File: src/rtl/seg7_capture4.sv
// Captures four digits from a scanned, active-low 7-segment bus once each digit is stable.
// Optional two-flop input synchroniser enabled by defining SEG7_CAPTURE_SYNC_EN.
module seg7_capture4 #(
  parameter int STABLE_CNT = 4
) (
  input  logic        iCLK,
  input  logic        iRST,
  input  logic [6:0]  iSEG,
  input  logic [3:0]  iDIGSEL,
  input  logic        iCLR,
  output logic [15:0] oDIG,
  output logic [3:0]  oBLANK,
  output logic        oVALID,
  output logic        oERR
);

  localparam logic [10:0] IDLE_PAIR   = 11'h7FF;
  localparam logic [7:0]  DECIDE_PREV = 8'(STABLE_CNT - 1);

  // Result is {decodable, blank, nibble}; the all-off pattern counts as decodable.
  function automatic logic [5:0] seg7Decode(input logic [6:0] seg);
    logic [5:0] res;
    case (seg)
      7'b1000000: res = {1'b1, 1'b0, 4'h0};
      7'b1111001: res = {1'b1, 1'b0, 4'h1};
      7'b0100100: res = {1'b1, 1'b0, 4'h2};
      7'b0110000: res = {1'b1, 1'b0, 4'h3};
      7'b0011001: res = {1'b1, 1'b0, 4'h4};
      7'b0010010: res = {1'b1, 1'b0, 4'h5};
      7'b0000010: res = {1'b1, 1'b0, 4'h6};
      7'b1111000: res = {1'b1, 1'b0, 4'h7};
      7'b0000000: res = {1'b1, 1'b0, 4'h8};
      7'b0011000: res = {1'b1, 1'b0, 4'h9};
      7'b0001000: res = {1'b1, 1'b0, 4'hA};
      7'b0000011: res = {1'b1, 1'b0, 4'hB};
      7'b1000110: res = {1'b1, 1'b0, 4'hC};
      7'b0100001: res = {1'b1, 1'b0, 4'hD};
      7'b0000110: res = {1'b1, 1'b0, 4'hE};
      7'b0001110: res = {1'b1, 1'b0, 4'hF};
      7'b1111111: res = {1'b1, 1'b1, 4'h0};
      default:    res = {1'b0, 1'b0, 4'h0};
    endcase
    return res;
  endfunction

  logic [10:0] samplePair_s;

`ifdef SEG7_CAPTURE_SYNC_EN
  logic [10:0] sync1_r;
  logic [10:0] sync2_r;

  // Two-flop synchroniser for the asynchronous display bus.
  always_ff @(posedge iCLK or posedge iRST) begin
    if (iRST) begin
      sync1_r <= IDLE_PAIR;
      sync2_r <= IDLE_PAIR;
    end else begin
      sync1_r <= {iDIGSEL, iSEG};
      sync2_r <= sync1_r;
    end
  end

  assign samplePair_s = sync2_r;
`else
  assign samplePair_s = {iDIGSEL, iSEG};
`endif

  logic [10:0] prevPair_r;
  logic [7:0]  runCnt_r;
  logic [3:0]  seen_r;
  logic [15:0] shadowDig_r;
  logic [3:0]  shadowBlank_r;

  logic [3:0]  sel_s;
  logic [5:0]  decoded_s;
  logic        same_s;
  logic        decide_s;
  logic        oneLow_s;
  logic        idle_s;
  logic [1:0]  digIdx_s;
  logic        capture_s;
  logic        err_s;
  logic [3:0]  seenNext_s;
  logic [15:0] shadowDigNext_s;
  logic [3:0]  shadowBlankNext_s;
  logic        frameDone_s;

  // Capture decision, select decode and next shadow/seen contents.
  always_comb begin
    sel_s             = samplePair_s[10:7];
    decoded_s         = seg7Decode(samplePair_s[6:0]);
    same_s            = (samplePair_s == prevPair_r);
    decide_s          = same_s && (runCnt_r == DECIDE_PREV);
    oneLow_s          = 1'b0;
    idle_s            = 1'b0;
    digIdx_s          = 2'd0;
    seenNext_s        = seen_r;
    shadowDigNext_s   = shadowDig_r;
    shadowBlankNext_s = shadowBlank_r;
    case (sel_s)
      4'b1110: begin oneLow_s = 1'b1; digIdx_s = 2'd0; end
      4'b1101: begin oneLow_s = 1'b1; digIdx_s = 2'd1; end
      4'b1011: begin oneLow_s = 1'b1; digIdx_s = 2'd2; end
      4'b0111: begin oneLow_s = 1'b1; digIdx_s = 2'd3; end
      4'b1111: idle_s = 1'b1;
      default: oneLow_s = 1'b0;
    endcase
    capture_s = decide_s && oneLow_s && decoded_s[5];
    err_s     = decide_s && !idle_s && !(oneLow_s && decoded_s[5]);
    if (capture_s) begin
      shadowDigNext_s[4*digIdx_s +: 4] = decoded_s[3:0];
      shadowBlankNext_s[digIdx_s]      = decoded_s[4];
      seenNext_s[digIdx_s]             = 1'b1;
    end else begin
      seenNext_s = seen_r;
    end
    frameDone_s = (seenNext_s == 4'b1111);
  end

  // Run tracking, shadow update, frame publication and sticky error.
  always_ff @(posedge iCLK or posedge iRST) begin
    if (iRST) begin
      prevPair_r    <= IDLE_PAIR;
      runCnt_r      <= 8'd0;
      seen_r        <= 4'b0000;
      shadowDig_r   <= 16'h0000;
      shadowBlank_r <= 4'b0000;
      oDIG          <= 16'h0000;
      oBLANK        <= 4'b0000;
      oVALID        <= 1'b0;
      oERR          <= 1'b0;
    end else begin
      prevPair_r    <= samplePair_s;
      shadowDig_r   <= shadowDigNext_s;
      shadowBlank_r <= shadowBlankNext_s;
      if (!same_s) begin
        runCnt_r <= 8'd1;
      end else if (runCnt_r != 8'd255) begin
        runCnt_r <= runCnt_r + 8'd1;
      end else begin
        runCnt_r <= runCnt_r;
      end
      if (frameDone_s) begin
        oDIG   <= shadowDigNext_s;
        oBLANK <= shadowBlankNext_s;
        oVALID <= 1'b1;
        seen_r <= 4'b0000;
      end else begin
        oVALID <= 1'b0;
        seen_r <= seenNext_s;
      end
      // A fresh error wins over a simultaneous clear.
      if (err_s) begin
        oERR <= 1'b1;
      end else if (iCLR) begin
        oERR <= 1'b0;
      end else begin
        oERR <= oERR;
      end
    end
  end

endmodule

File: config.mk
export PLATFORM = sky130hd
export DESIGN_NAME = seg7_capture4
export DESIGN_NICKNAME = d
export VERILOG_FILES = /design/src/rtl/seg7_capture4.sv
export SDC_FILE = /design/constraint.sdc
export NUM_CORES = 1
export LEC_CHECK = 0
export ABC_AREA = 1
export CORE_AREA = 2 2 68 96
export DETAILED_ROUTE_END_ITERATION = 10
export DIE_AREA = 0 0 70 98
export MAX_ROUTING_LAYER = met4
export PLACE_DENSITY_LB_ADDON = 0.2
export SETUP_SLACK_MARGIN = 0.2
export SLEW_MARGIN = 20
export SYNTH_ARGS = -nofsm -noshare
export SYNTH_HDL_FRONTEND = slang
export SYNTH_SLANG_ARGS = --single-unit
export TNS_END_PERCENT = 20
File: constraint.sdc
create_clock -name iCLK -period 6.2 [get_ports iCLK]
set_input_delay 1.24 -clock iCLK [delete_from_list [all_inputs] [get_ports iCLK]]
set_output_delay 1.24 -clock iCLK [all_outputs]
set_load 0.03 [all_outputs]
==> flow_metrics.py <==
metrics = {
    "worst_setup_path": {
        "ff2ff_path_depth": 14,
        "path_class": "input pin to flip-flop",
        "crit_arrival_ns": 3.93,
        "r2r-end": "oDIG[0]",
        "crit_top_cell": "nand2_1",
        "critPathRequiredTime_ns": 6.49,
        "ff2ff_setup_slack_ns": 3.79,
        "crit_path_end_kind": "flip-flop",
        "cp-start-kind": "input pin",
        "slowest_stage": "clkdlybuf4s50_1",
        "path_cells": "clkdlybuf4s50_1 -> nand2_1 -> inv_2 -> nand2_1 -> nand2_1 -> inv_1 -> ha_1 -> inv_1 -> nor2_1 -> nand3_1 -> o21ai_0 -> nand2_1 -> nand2_1 -> nand2_1 -> nand2_1",
        "crit_fanout": 9,
        "critical_path.max_stage_delay_ns": 0.58,
        "worstReg2RegStart": "prevPair_r[6]",
    },
    "sta": {
        "finalSetupTns_ns": 0,
        "setup_viol": 0,
        "fmax_mhz": 274.6,
        "slew_headroom_pct": 46.44,
        "final.setup.worst_slack_ns": 2.558,
        "worst_pin_slew_ns": 0.8034,
        "finClkSkew_ns": 0.009145,
        "finalCriticalPeriod_ns": 3.642,
        "fin_crit_sh_pct": 58.75,
        "hold_violations": 0,
        "rsz0062_at_grt": "false",
        "drv_slew": 0,
    },
    "yosys": {
        "ys.warnings.count": 0,
        "synth_cells": 490,
        "syn_avg_cell_area_um2": 7.354,
        "synthArstFlopShare_pct": 100.0,
        "synth_commonest_cells": "nand2_1 (215), dfrtp_1 (54), nor2_1 (48)",
        "synth-edff-count": 0,
        "yosysMostFrequentCell": "nand2_1",
        "synth_area_leader_cell": "dfrtp_1",
        "ys_seq_area_share_pct": 45.52,
        "synth_cell_types": 32,
        "netlist.area_leader.share_pct": 37.50,
        "synth_nets": 513,
        "synth-main-ff-cell": "dfrtp_1",
        "synth_area_mm2": 0.003603,
        "synth-seq-cells": 65,
        "yosys-top-cells-area": "dfrtp_1 (38%), nand2_1 (22%), dfstp_2 (8.0%), nor2_1 (5.0%), inv_1 (4.3%)",
    },
    "cts": {
        "clockRootBuffer": "clkbuf_8",
        "clock_latency_ns": 0.36,
        "path_clk_slew_ns": 0.07,
        "cts-resized-gates": 0,
        "clock-sinks": 65,
        "hold_buffers": 0,
        "clockBufferDepth": 2,
        "cts_buffers": 9,
        "htree_levels": 3,
        "cts_setup_buffers": 0,
        "cts_tree": "built",
    },
    "global_route": {
        "grt.total_usage_pct": 23.89,
        "busiest_layer": "met2",
        "use_met1_pct": 28.05,
        "grt_pass1_wl_um": 12820,
        "grt_max_degree": 66,
        "grt_pass1_vias": 2951,
        "grt_util_met3_pct": 5.779,
        "use_met2_pct": 39.41,
        "antenna_found_initial": 0,
        "grt_overflow": 0,
    },
    "cells_and_area": {
        "finalNonFillerCells": 605,
        "diodes": 0,
        "drive_gt1_share_pct": 11.26,
        "final_util_pct": 69.16,
        "syn2layout_area_growth_pct": 15.94,
        "nFillCells": 516,
        "final_nets": 551,
    },
    "floorplanning": {
        "start_util_pct": 59.65,
        "die_h_um": 98,
        "num_io_pins": 36,
        "die_width_um": 70,
        "die_area_mm2": 0.006860,
        "core_area_mm2": 0.006041,
        "row_count": 34,
    },
    "detailed_routing": {
        "via_count": 3093,
        "dr.pass1.iters": 5,
        "wire_per_inst_um": 12.41,
        "ant_nets": 0,
        "finalWirelength_um": 7510,
        "first_iter_violations": 170,
        "drcViolationCount": 0,
        "via_per_inst": 5.112,
    },
    "power": {
        "peakVddDrop_uv": 172.1,
        "power_frac_comb_pct": 7.8,
        "p_per_area_mw_per_mm2": 207.9,
        "clockPowerShare_pct": 42.5,
        "p_sw_mw": 0.2198,
        "pwr-share-seq_pct": 49.8,
        "switching_share_pct": 25.31,
        "finalPower_mw": 0.8685,
        "leakage_nw": 2.215,
        "p_int_mw": 0.6487,
    },
    "place": {
        "numPortBuffers": 35,
        "pre_cts_ws_ns": 2.198,
        "dp.cells": 589,
        "routabilityCongestion": 0.9426,
        "place_hpwl_um": 5440,
    },
    "status": {
        "status": "finished, final reports clean",
    },
    "flow_run": {
        "drv_cap": 0,
    },
    "min_path": {
        "worstHoldPathType": "flip-flop to flip-flop",
        "hp-start": "oDIG[3]",
        "min_path_cells": 2,
        "hold_end": "oDIG[3]",
    },
}
-- layout make-up --
type	count	area [um^2]	share of cell area, %
clock inverters	6	66.31	1.587
well taps	72	90.09	2.156
repair buffers	36	357.8	8.565
flip-flops and latches	65	1640	39.26
inverters	48	181.4	4.343
multi-input cells	368	1704	40.79
clock buffers	10	137.6	3.294
-- power by group through the flow --
stage / clock (mW) / combinational (mW) / sequential (mW)
floorplan: 0 / 0.0452 / 0.440
global placement: 0 / 0.0665 / 0.440
detailed placement: 0 / 0.0679 / 0.440
CTS: 0.375 / 0.0685 / 0.432
global route: 0.395 / 0.0764 / 0.432
finish: 0.369 / 0.0673 / 0.432
-- registers in the layout, indices dropped and copies added (netlist names) --
| name | count |
|---|---|
| oDIG | 16 |
| shadowDig_r | 16 |
| prevPair_r | 11 |
| runCnt_r | 8 |
| oBLANK | 4 |
| seen_r | 4 |
| shadowBlank_r | 4 |
| oERR | 1 |
| oVALID | 1 |
-- kinds of logic after synthesis --
kind of cell    count (synthesis)  synth area share [%]
simple gates                  321                 37.88
buf+inv                        57                 7.187
xor+xnor                        5                 1.215
compound gates                 33                 5.070
flops                          65                 45.52
fa+ha+maj                       9                 3.125
-- worst max-delay path: cells and delay by family --
| kind | cells | cell delay, ns |
|---|---|---|
| adder cells (fa/ha/maj) | 1 | 0.42 |
| buffers and inverters | 4 | 0.97 |
| AND/OR/NAND/NOR | 9 | 1.14 |
| AO/OA/AOI/OAI | 1 | 0.16 |
-- layout by cell type (no fill, tap or decap), types with 3 or more instances in the layout --
| cell type | n |
|---|---|
| nand2_1 | 215 |
| dfrtp_1 | 54 |
| nor2_1 | 48 |
| inv_1 | 40 |
| clkdlybuf4s50_1 | 35 |
| nand3_1 | 21 |
| o21ai_0 | 19 |
| dfstp_2 | 11 |
| clkbuf_8 | 10 |
| ha_1 | 9 |
| nand2_2 | 8 |
| a21oi_1 | 8 |
| inv_2 | 6 |
| nor2_2 | 6 |
| xnor2_1 | 5 |
| nor3_1 | 5 |
| nand4_1 | 5 |
| a211oi_1 | 4 |
| or2_2 | 3 |
| clkinvlp_4 | 3 |
-- worst max-delay path by stage --
stage	start	to
finish	iDIGSEL[0]	oDIG[8]
global route	iDIGSEL[0]	oDIG[11]
CTS	iDIGSEL[0]	oDIG[14]
detailed placement	iDIGSEL[0]	oDIG[14]
global placement	iDIGSEL[0]	oDIG[0]
floorplan	iDIGSEL[1]	oDIG[10]
-- layer usage --
metal | vias to the layer above | share of wire, %
li1 | 1590 | -
met1 | 1430 | 42
met2 | 58 | 52
met3 | 15 | 4.3
met4 | 0 | 2.1
met5 | - | 0
-- per-stage QoR --
stage	cell area [um^2]	hold slack, ns
after detailed placement	3974	0.4583
final	4178	0.4710
after CTS	4178	0.4760
after floorplan	3603	0.4617
after global placement	3974	0.4535
after global routing	4178	0.4904
Note: power is estimated with default switching activity, not from simulation.
